`config.mk`:
```
export PLATFORM = sky130hd
export DESIGN_NAME = display_scan_mux
export DESIGN_NICKNAME = d
export VERILOG_FILES = /design/src/rtl/display_scan_mux.sv
export SDC_FILE = /design/constraint.sdc
export NUM_CORES = 1
export LEC_CHECK = 0
export ABC_AREA = 1
export BUFFER_PORTS_ARGS = -buffer_cell sky130_fd_sc_hd__clkbuf_2
export CAP_MARGIN = 25
export CORE_ASPECT_RATIO = 0.75
export CORE_MARGIN = 2
export CORE_UTILIZATION = 53
export CTS_BUF_LIST = sky130_fd_sc_hd__clkbuf_4 sky130_fd_sc_hd__clkbuf_8 sky130_fd_sc_hd__clkbuf_16
export DETAILED_ROUTE_END_ITERATION = 8
export GPL_TIMING_DRIVEN = 0
export PLACE_DENSITY = 0.86
export SYNTH_ARGS = -nofsm -noshare
export SYNTH_HDL_FRONTEND = slang
export SYNTH_SLANG_ARGS = --single-unit
```
`constraint.sdc`:
```
create_clock -name clk_100Mhz -period 2.55 [get_ports clk_100Mhz]
set_input_delay 0.6375 -clock clk_100Mhz [delete_from_list [all_inputs] [get_ports clk_100Mhz]]
set_output_delay 0.6375 -clock clk_100Mhz [all_outputs]
set_load 0.01 [all_outputs]
```
`src/rtl/display_scan_mux.sv`:
```
// display_scan_mux
// Time-multiplexed scan driver for a common-anode multi-digit display.
// A prescaler splits time into digit slots; each slot starts with a short
// blank window so the previous digit's segments cannot ghost onto the next.
// Once per frame (one pass over all digits) the selected time source is
// snapshotted into 'binary', so the digits shown in a frame always belong
// to the same value.
//
// Ports
//   clk_100Mhz   : clock, all state changes on the rising edge
//   reset_in     : asynchronous active-low reset
//   mode_select  : source index, applied at the next frame boundary
//   ch_data      : NUM_CH packed source values, channel k at [k*DATA_W +: DATA_W]
//   blank_mask   : per-digit force-off
//   digit_select : active-low anode enables (at most one low)
//   digit_index  : current slot number
//   binary       : frame snapshot of the selected source
//   frame_tick   : one-cycle pulse in the first cycle of each new frame
module display_scan_mux #(
  parameter int NUM_DIGITS  = 8,
  parameter int NUM_CH      = 3,
  parameter int DATA_W      = 27,
  parameter int REFRESH_DIV = 100000,
  parameter int DEAD_CYCLES = 1000,
  localparam int SEL_W = (NUM_CH > 1) ? $clog2(NUM_CH) : 1,
  localparam int IDX_W = $clog2(NUM_DIGITS),
  localparam int CNT_W = $clog2(REFRESH_DIV)
) (
  input  logic                     clk_100Mhz,
  input  logic                     reset_in,
  input  logic [SEL_W-1:0]         mode_select,
  input  logic [NUM_CH*DATA_W-1:0] ch_data,
  input  logic [NUM_DIGITS-1:0]    blank_mask,
  output logic [NUM_DIGITS-1:0]    digit_select,
  output logic [IDX_W-1:0]         digit_index,
  output logic [DATA_W-1:0]        binary,
  output logic                     frame_tick
);

  logic [CNT_W-1:0]      cnt_q, cnt_d;
  logic [IDX_W-1:0]      idx_d;
  logic [SEL_W-1:0]      sel_q, sel_d;
  logic                  prime_q;
  logic [DATA_W-1:0]     binary_d;
  logic [NUM_DIGITS-1:0] digit_select_d;
  logic                  frame_tick_d;

  logic slotEnd;
  logic frameEnd;
  logic loadSnap;
  logic [DATA_W-1:0] selectedChan;

  // Slot and frame boundaries are decoded from the current count so the
  // edge that wraps the prescaler is also the edge that advances the digit.
  assign slotEnd  = (cnt_q == CNT_W'(REFRESH_DIV - 1));
  assign frameEnd = slotEnd && (digit_index == IDX_W'(NUM_DIGITS - 1));

  // The first edge after reset primes the snapshot so the display does not
  // sit on zero for a whole frame; afterwards only frame boundaries load.
  assign loadSnap = prime_q || frameEnd;

  assign selectedChan = DATA_W'(ch_data >> (int'(sel_q) * DATA_W));

  // Next-state logic. digit_select is computed from the next count/index so
  // the registered enable always matches the slot state of the same cycle.
  always_comb begin
    cnt_d          = cnt_q + CNT_W'(1);
    idx_d          = digit_index;
    sel_d          = sel_q;
    binary_d       = binary;
    frame_tick_d   = frameEnd;
    digit_select_d = '1;

    if (slotEnd) begin
      cnt_d = '0;
      if (digit_index == IDX_W'(NUM_DIGITS - 1)) begin
        idx_d = '0;
      end else begin
        idx_d = digit_index + IDX_W'(1);
      end
    end

    // Capture uses the old selector; an out-of-range index keeps the
    // previous source rather than showing garbage.
    if (loadSnap) begin
      binary_d = selectedChan;
      if (int'(mode_select) < NUM_CH) begin
        sel_d = mode_select;
      end
    end

    if ((cnt_d >= CNT_W'(DEAD_CYCLES)) && !blank_mask[idx_d]) begin
      digit_select_d = ~(NUM_DIGITS'(1) << idx_d);
    end
  end

  // State and output registers.
  always_ff @(posedge clk_100Mhz or negedge reset_in) begin
    if (!reset_in) begin
      cnt_q        <= '0;
      digit_index  <= '0;
      sel_q        <= '0;
      binary       <= '0;
      frame_tick   <= 1'b0;
      digit_select <= '1;
      prime_q      <= 1'b1;
    end else begin
      cnt_q        <= cnt_d;
      digit_index  <= idx_d;
      sel_q        <= sel_d;
      binary       <= binary_d;
      frame_tick   <= frame_tick_d;
      digit_select <= digit_select_d;
      prime_q      <= 1'b0;
    end
  end

endmodule

```
==> flow_metrics.env, run 1 <==
export IMPL_cts_tree="yes"
export IMPL_clk_path_buf_depth=2
export IMPL_crit_cells=10
export IMPL_drt_iter0_markers=261
export IMPL_htreeDepth=3
export IMPL_drc=0
export IMPL_cp_cell_sequence="ha_1, nand2_2, nor2_1, nand2_1, nor2_1, xor2_1, nand2_1, nor2_1, nand3_1, nand4_1"
export IMPL_cts_hold_fix_buffers=0
export IMPL_finalSetupTns_ns=0
export IMPL_io_buffers=131
export IMPL_cp_common_cell="nor2_1"
export IMPL_fmax_mhz=466
export IMPL_cts_resized=0
export IMPL_p_sw_share_pct=26.3
export IMPL_rr_worst_depth=10
export IMPL_min_path_type="input port to asynchronous set/reset pin"
export IMPL_post_dp_hpwl_um=7190
export IMPL_synth_top_cell_by_area="dfrtp_1"
export IMPL_cts_root_buf="clkbuf_8"
export IMPL_cpPeakStageDelay_ns=0.40
export IMPL_arrival_ns=2.40
export IMPL_clkPwrFrac_pct=41.8
export IMPL_rsz0062_at_grt="no"
export IMPL_coreArea_sq_mm=0.00619
export IMPL_synthesis_nets=565
export IMPL_avgSynthCellArea_sq_um=7.13
export IMPL_required_ns=2.81
export IMPL_antenna_cells=0
export IMPL_r2r_setup_slack_ns=0.41
export IMPL_yosysTopAreaCellShare_pct=37.4
export IMPL_yosysUniqueCellTypes=29
export IMPL_dp_cells=681
export IMPL_status="finished, final reports clean"
export IMPL_yosysSeqAreaShare_pct=44.5
export IMPL_r2r_end="digit_select[4]"
export IMPL_p_switching_mw=0.689
export IMPL_clk_latency_ns=0.33
export IMPL_post_cts_buffers=0
export IMPL_setup_viol=0
export IMPL_crit_path_end_kind="flop"
export IMPL_drv_slew=0
export IMPL_period_share_pct=84.1
export IMPL_yosysWarnings=0
export IMPL_cpLargestDelayFamily="simple AND/OR/NAND/NOR gates"
export IMPL_slew_limit_headroom_pct=47.6
export IMPL_layout_common_cells="nor2_1, clkbuf_2, nand2_1"
export IMPL_crit_path_end="digit_select[4]"
export IMPL_cp_slowest_cell="dfrtp_1"
export IMPL_fp_dieH_um=72.8
export IMPL_pwr_share_seq_pct=40.3
export IMPL_netlist_instances=469
export IMPL_antenna_found_initial=0
export IMPL_wirelength_um=9420
export IMPL_worst_pin_slew_ns=0.785
export IMPL_skew_ns=0.00803
export IMPL_drive_above_1_share_pct=29.5
export IMPL_path_max_fanout=8
export IMPL_cp_buffers_inverters=0
export IMPL_ys_ff_latch=59
export IMPL_critPathLaunchType="flop"
export IMPL_final_common_cell="nor2_1"
export IMPL_netlist_area_sq_mm=0.00334
export IMPL_clk_pin_slew_worst_paths_ns=0.07
export IMPL_grt_overflow=0
export IMPL_grt_first_pass_wirelength_um=14900
export IMPL_vias_per_cell=5.25
export IMPL_period_needed_ns=2.14
export IMPL_cap_violations=0
export IMPL_grt_max_degree=60
export IMPL_pin_count=132
export IMPL_r2r_start="cnt_q[0]"
export IMPL_dr_pass1_iters=5
export IMPL_place_congestion=0.961
export IMPL_grt_pass1_vias=3264
export IMPL_numCtsBuffers=9
export IMPL_p_leak_nw=2.32
export IMPL_initial_core_util_pct=54.0
export IMPL_comb_power_share_pct=17.9
export IMPL_intPower_mw=1.93
export IMPL_synth_area_leaders="dfrtp_1, nor2_1, nand2_1, dfstp_2, nand3_1"
export IMPL_final_hold_viol_count=0
export IMPL_power_density_mw_per_mm2=600
export IMPL_clock_sinks=59
export IMPL_die_x_um=95.7
export IMPL_track_usage_pct=27.9
export IMPL_floorplan_die_area_sq_mm=0.00697
export IMPL_wl_per_cell_um=13.5
export IMPL_row_count=25
export IMPL_startpoint="cnt_q[0]"
export IMPL_syn2layout_area_growth_pct=30.5
export IMPL_worstSetupPathType="flop to flop"
export IMPL_fin_cells=697
export IMPL_layout_nets=707
export IMPL_peakVddDrop_mv=0.333
export IMPL_final_antenna_net_count=0
export IMPL_num_vias=3658
stage by stage:
stage / utilization, % / power [mW] / setup WS, ns / hold WS, ns / instance area (sq um)
final: 70.4 / 2.62 / 0.406 / 0.395 / 4360
after global routing: 70.4 / 2.73 / 0.221 / 0.473 / 4360
after CTS: 70.4 / 2.63 / 0.448 / 0.432 / 4360
after detailed placement: 66.2 / 1.54 / 0.477 / 0.481 / 4100
after global placement: 66.2 / 1.52 / 0.532 / 0.471 / 4100
after floorplan: - / 1.31 / 0.829 / 0.342 / 3340
worst min-delay path by stage:
stage | start | endpoint | slack [ns] | cells after the start
floorplan | reset_in | binary[0] | 0.34 | 0
global placement | cnt_q[0] | cnt_q[0] | 0.47 | 1
detailed placement | cnt_q[0] | cnt_q[0] | 0.48 | 1
CTS | reset_in | cnt_q[0] | 0.43 | 1
global route | reset_in | cnt_q[2] | 0.47 | 1
finish | reset_in | cnt_q[0] | 0.39 | 1
flip-flops by register name (all words and copies together), names as in the netlist:
signal	cells
prime_q	1
sel_q	2
binary	27
digit_index	3
cnt_q	17
digit_select	8
frame_tick	1
power by group through the flow:
stage	combinational [mW]	sequential, mW	clock, mW
final	0.468	1.05	1.10
after global placement	0.452	1.07	0
after global routing	0.523	1.06	1.15
after CTS	0.470	1.05	1.11
after detailed placement	0.469	1.07	0
after floorplan	0.212	1.09	0
Yosys cell counts, drive strengths merged:
| master | number |
|---|---|
| o21ai | 28 |
| nand2 | 84 |
| nand4 | 10 |
| o21bai | 2 |
| buf | 10 |
| nand3 | 47 |
| nand3b | 1 |
| xor2 | 2 |
| dfrtp | 50 |
| conb | 1 |
| or2 | 1 |
| clkbuf | 11 |
| a31oi | 27 |
| dfstp | 9 |
| ha | 3 |
| clkinv | 2 |
| inv | 41 |
| a21oi | 1 |
| and2 | 1 |
| nor2 | 138 |
per-layer routing:
metal | part of all wire, % | GRT usage (%) | vias to the layer above
li1 | - | - | 1803
met1 | 43 | 36.9 | 1646
met2 | 47 | 44.0 | 194
met3 | 8.5 | 6.40 | 15
met4 | 1.7 | 12.4 | 0
met5 | 0 | 0 | -
cell type report:
class / instances / area, sq um
Buffer: 21 / 101
Clock buffer: 12 / 165
Clock inverter: 4 / 95.1
Fill cell: 520 / 1830
Inverter: 43 / 166
Multi-Input combinational cell: 346 / 1590
Sequential cell: 59 / 1490
Tap cell: 81 / 101
Timing Repair Buffer: 131 / 658
cells by family after synthesis:
logic type	synth area share (%)
compound gates	9.95
xor+xnor	0.524
fa+ha+maj	1.12
buf+inv	8.01
flops	44.5
other cells	0.112
simple gates	35.8
No activity file was read; power rests on OpenSTA's default activity.
==> inputs of run 2 (changes only) <==
--- a/config.mk
+++ b/config.mk
@@ -5,16 +5,16 @@
 export SDC_FILE = /design/constraint.sdc
 export NUM_CORES = 1
 export LEC_CHECK = 0
-export ABC_AREA = 1
+export ABC_AREA = 0
 export BUFFER_PORTS_ARGS = -buffer_cell sky130_fd_sc_hd__clkbuf_2
 export CAP_MARGIN = 25
 export CORE_ASPECT_RATIO = 0.75
 export CORE_MARGIN = 2
-export CORE_UTILIZATION = 53
+export CORE_UTILIZATION = 44
 export CTS_BUF_LIST = sky130_fd_sc_hd__clkbuf_4 sky130_fd_sc_hd__clkbuf_8 sky130_fd_sc_hd__clkbuf_16
 export DETAILED_ROUTE_END_ITERATION = 8
 export GPL_TIMING_DRIVEN = 0
-export PLACE_DENSITY = 0.86
+export PLACE_DENSITY = 0.77
 export SYNTH_ARGS = -nofsm -noshare
 export SYNTH_HDL_FRONTEND = slang
 export SYNTH_SLANG_ARGS = --single-unit
==> constraint.sdc (replaced) <==
create_clock -name clk_100Mhz -period 1.75 [get_ports clk_100Mhz]
set_input_delay 0.4375 -clock clk_100Mhz [delete_from_list [all_inputs] [get_ports clk_100Mhz]]
set_output_delay 0.4375 -clock clk_100Mhz [all_outputs]
set_load 0.01 [all_outputs]
==> run 2 against run 1 <==
Compared with the run above: sequential power grew 49%; critical path type unchanged; non-clock buffer count grew 30; global-route usage shrank 3.0 points; the run now ends with negative setup slack left.
==> flow_metrics.env, run 2 <==
export IMPL_status="finished, violations left"
export IMPL_violations="negative setup slack"
export IMPL_wirelength_um=10500
export IMPL_dp_slack_ns=-0.803
export IMPL_skew_ns=0.0113
export IMPL_finalSetupTns_ns=-19.05
export IMPL_worstSetupPathType="flop to flop"
export IMPL_worst_pin_slew_ns=0.793
export IMPL_whs_ns=0.190
export IMPL_grt_pass1_vias=3179
export IMPL_cts_root_buf="clkbuf_8"
export IMPL_clk_path_buf_depth=2
export IMPL_yosysUniqueCellTypes=46
export IMPL_cpLargestDelayFamily="simple AND/OR/NAND/NOR gates"
export IMPL_floorplan_die_area_sq_mm=0.00807
export IMPL_wl_per_cell_um=16.9
export IMPL_drv_slew=0
export IMPL_path_max_fanout=8
export IMPL_post_dp_hpwl_um=6500
export IMPL_yosysWarnings=0
export IMPL_drt_iter0_markers=209
export IMPL_netlist_area_sq_mm=0.00324
export IMPL_async_flop_share_pct=100
export IMPL_power_density_mw_per_mm2=784
export IMPL_place_area_sq_mm=0.00405
export IMPL_synthesis_nets=440
export IMPL_antenna_cells=0
export IMPL_synth_edf_count=0
export IMPL_coreArea_sq_mm=0.00723
export IMPL_p_leak_nw=2.36
export IMPL_slew_limit_headroom_pct=47.2
export IMPL_final_area_sq_mm=0.00505
export IMPL_pin_count=132
export IMPL_rsz0062_at_grt="yes"
export IMPL_vias_per_cell=5.40
export IMPL_htreeDepth=3
export IMPL_grt_overflow=0
export IMPL_layout_common_cells="clkbuf_2, dfrtp_1, nor2_1"
export IMPL_final_hold_viol_count=0
export IMPL_cts_hold_fix_buffers=0
export IMPL_synth_top_cell_by_area="dfrtp_1"
export IMPL_row_count=27
export IMPL_power_mw=3.96
export IMPL_die_x_um=103
export IMPL_grtUsageMet1_pct=34.3
export IMPL_ys_flop_type="dfrtp_1"
export IMPL_arrival_ns=2.52
export IMPL_cpPeakStageDelay_ns=0.58
export IMPL_numCtsBuffers=9
export IMPL_cp_common_cell="buf_8"
export IMPL_crit_path_end_kind="flop"
export IMPL_period_needed_ns=2.30
export IMPL_avgSynthCellArea_sq_um=9.41
export IMPL_layout_setup_ws_ns=-0.546
export IMPL_fp_dieH_um=78.3
export IMPL_yosysTopAreaCellShare_pct=38.7
export IMPL_peakVddDrop_mv=0.554
export IMPL_fin_util_pct=69.9
export IMPL_grt_busiest_layer="met2"
export IMPL_drive_above_1_share_pct=54.0
export IMPL_io_buffers=131
export IMPL_antenna_found_initial=0
export IMPL_cp_slowest_cell="or4b_4"
export IMPL_drc=0
export IMPL_final_antenna_net_count=0
export IMPL_cts_tree="yes"
export IMPL_fmax_mhz=436
export IMPL_crit_cells=8
export IMPL_synth_commonest_cells="nor2_1, a21oi_1, dfrtp_1"
export IMPL_cap_violations=0
export IMPL_yosysMostFrequentCell="nor2_1"
export IMPL_ys_ff_latch=59
export IMPL_largest_reg_flops=27
export IMPL_clk_pin_slew_worst_paths_ns=0.07
export IMPL_met3_usage_pct=5.70
export IMPL_grt_max_degree=60
export IMPL_final_common_cell="clkbuf_2"
export IMPL_cp_buffers_inverters=3
export IMPL_clk_latency_ns=0.34
export IMPL_initial_core_util_pct=44.8
export IMPL_place_congestion=0.870
export IMPL_cp_cell_sequence="or4b_4, nor4_4, and2_4, or2_4, buf_12, buf_8, buf_8, a21oi_2"
export IMPL_syn2layout_area_growth_pct=56.1
export IMPL_setup_viol=47
export IMPL_yosysSeqAreaShare_pct=46.0
export IMPL_critPathLaunchType="flop"
export IMPL_dp_cells=576
export IMPL_required_ns=1.97
export IMPL_use_met2_pct=39.0
export IMPL_period_share_pct=131
export IMPL_num_vias=3367
export IMPL_grt_first_pass_wirelength_um=15500
export IMPL_fill_cells=553
export IMPL_clock_sinks=59
export IMPL_rr_worst_depth=8
export IMPL_netlist_instances=344
export IMPL_synth_area_leaders="dfrtp_1, mux2i_1, a21oi_1, nor2_1, dfstp_2"
export IMPL_fin_cells=623
export IMPL_regMostFlops="binary"
export IMPL_layout_nets=613
export IMPL_track_usage_pct=24.9
export IMPL_min_path_type="input port to asynchronous set/reset pin"
export IMPL_reg_top3="binary (27), cnt_q (17), digit_select (8)"
export IMPL_dr_pass1_iters=4
## run 2: logic make-up after synthesis
logic type / Yosys count / synth area share, %
xor gates and xnor gates: 13 / 3.52
muxes: 40 / 12.5
buffers and inverters: 23 / 3.36
AOI/OAI and AO/OA: 72 / 12.8
and+or+nand+nor: 133 / 20.6
other: 1 / 0.116
adders and majority gates: 3 / 1.16
DFF: 59 / 46.0
## run 2: worst paths after layout
kind | start | end | slack [ns]
setup / recovery | cnt_q[12] | binary[16] | -0.55
hold / removal | reset_in | binary[17] | 0.19
setup reg to reg | cnt_q[12] | binary[16] | -0.55
hold reg to reg | binary[2] | binary[2] | 0.52
max in group asynchronous | reset_in | cnt_q[14] | 0.98
min in group clk_100Mhz | mode_select[0] | sel_q[0] | 0.34
## run 2: worst reg2reg max path, cell delays in order (launching register included)
cell     delay [ns]
dfrtp_2        0.45
or4b_4         0.58
nor4_4         0.34
and2_4         0.22
or2_4          0.14
buf_12         0.16
buf_8          0.12
buf_8          0.12
a21oi_2        0.06
## run 2: layout make-up
cell class	instances	area [sq um]	area share (%)
clock buffer	12	146	2.90
tap	101	126	2.50
clock inverter	4	98.8	1.96
timing repair buffer	164	995	19.7
multi-input combinational	262	2030	40.2
buffer	18	154	3.05
inverter	3	11.3	0.223
sequential	59	1490	29.5
## run 2: power by group
part	leakage [nW]	total [mW]	internal, mW	switching [mW]
registers	0.705	1.56	1.47	0.0898
clock network	0.125	1.56	0.998	0.564
logic	1.53	0.842	0.387	0.454
total	2.36	3.96	2.85	1.11
## run 2: what timing repair did
action / in CTS / in global routing
buffers inserted: 19 / 11
setup endpoints to repair: 50 / 49
pin swaps: 7 / 14
cloned: 5 / 0
gates resized for setup: 77 / 54
## run 2: per-layer routing
layer	wire length (um)	part of all wire [%]
met3	540	5.1
met5	0	0
met2	5440	52
met1	4390	42
met4	167	1.6
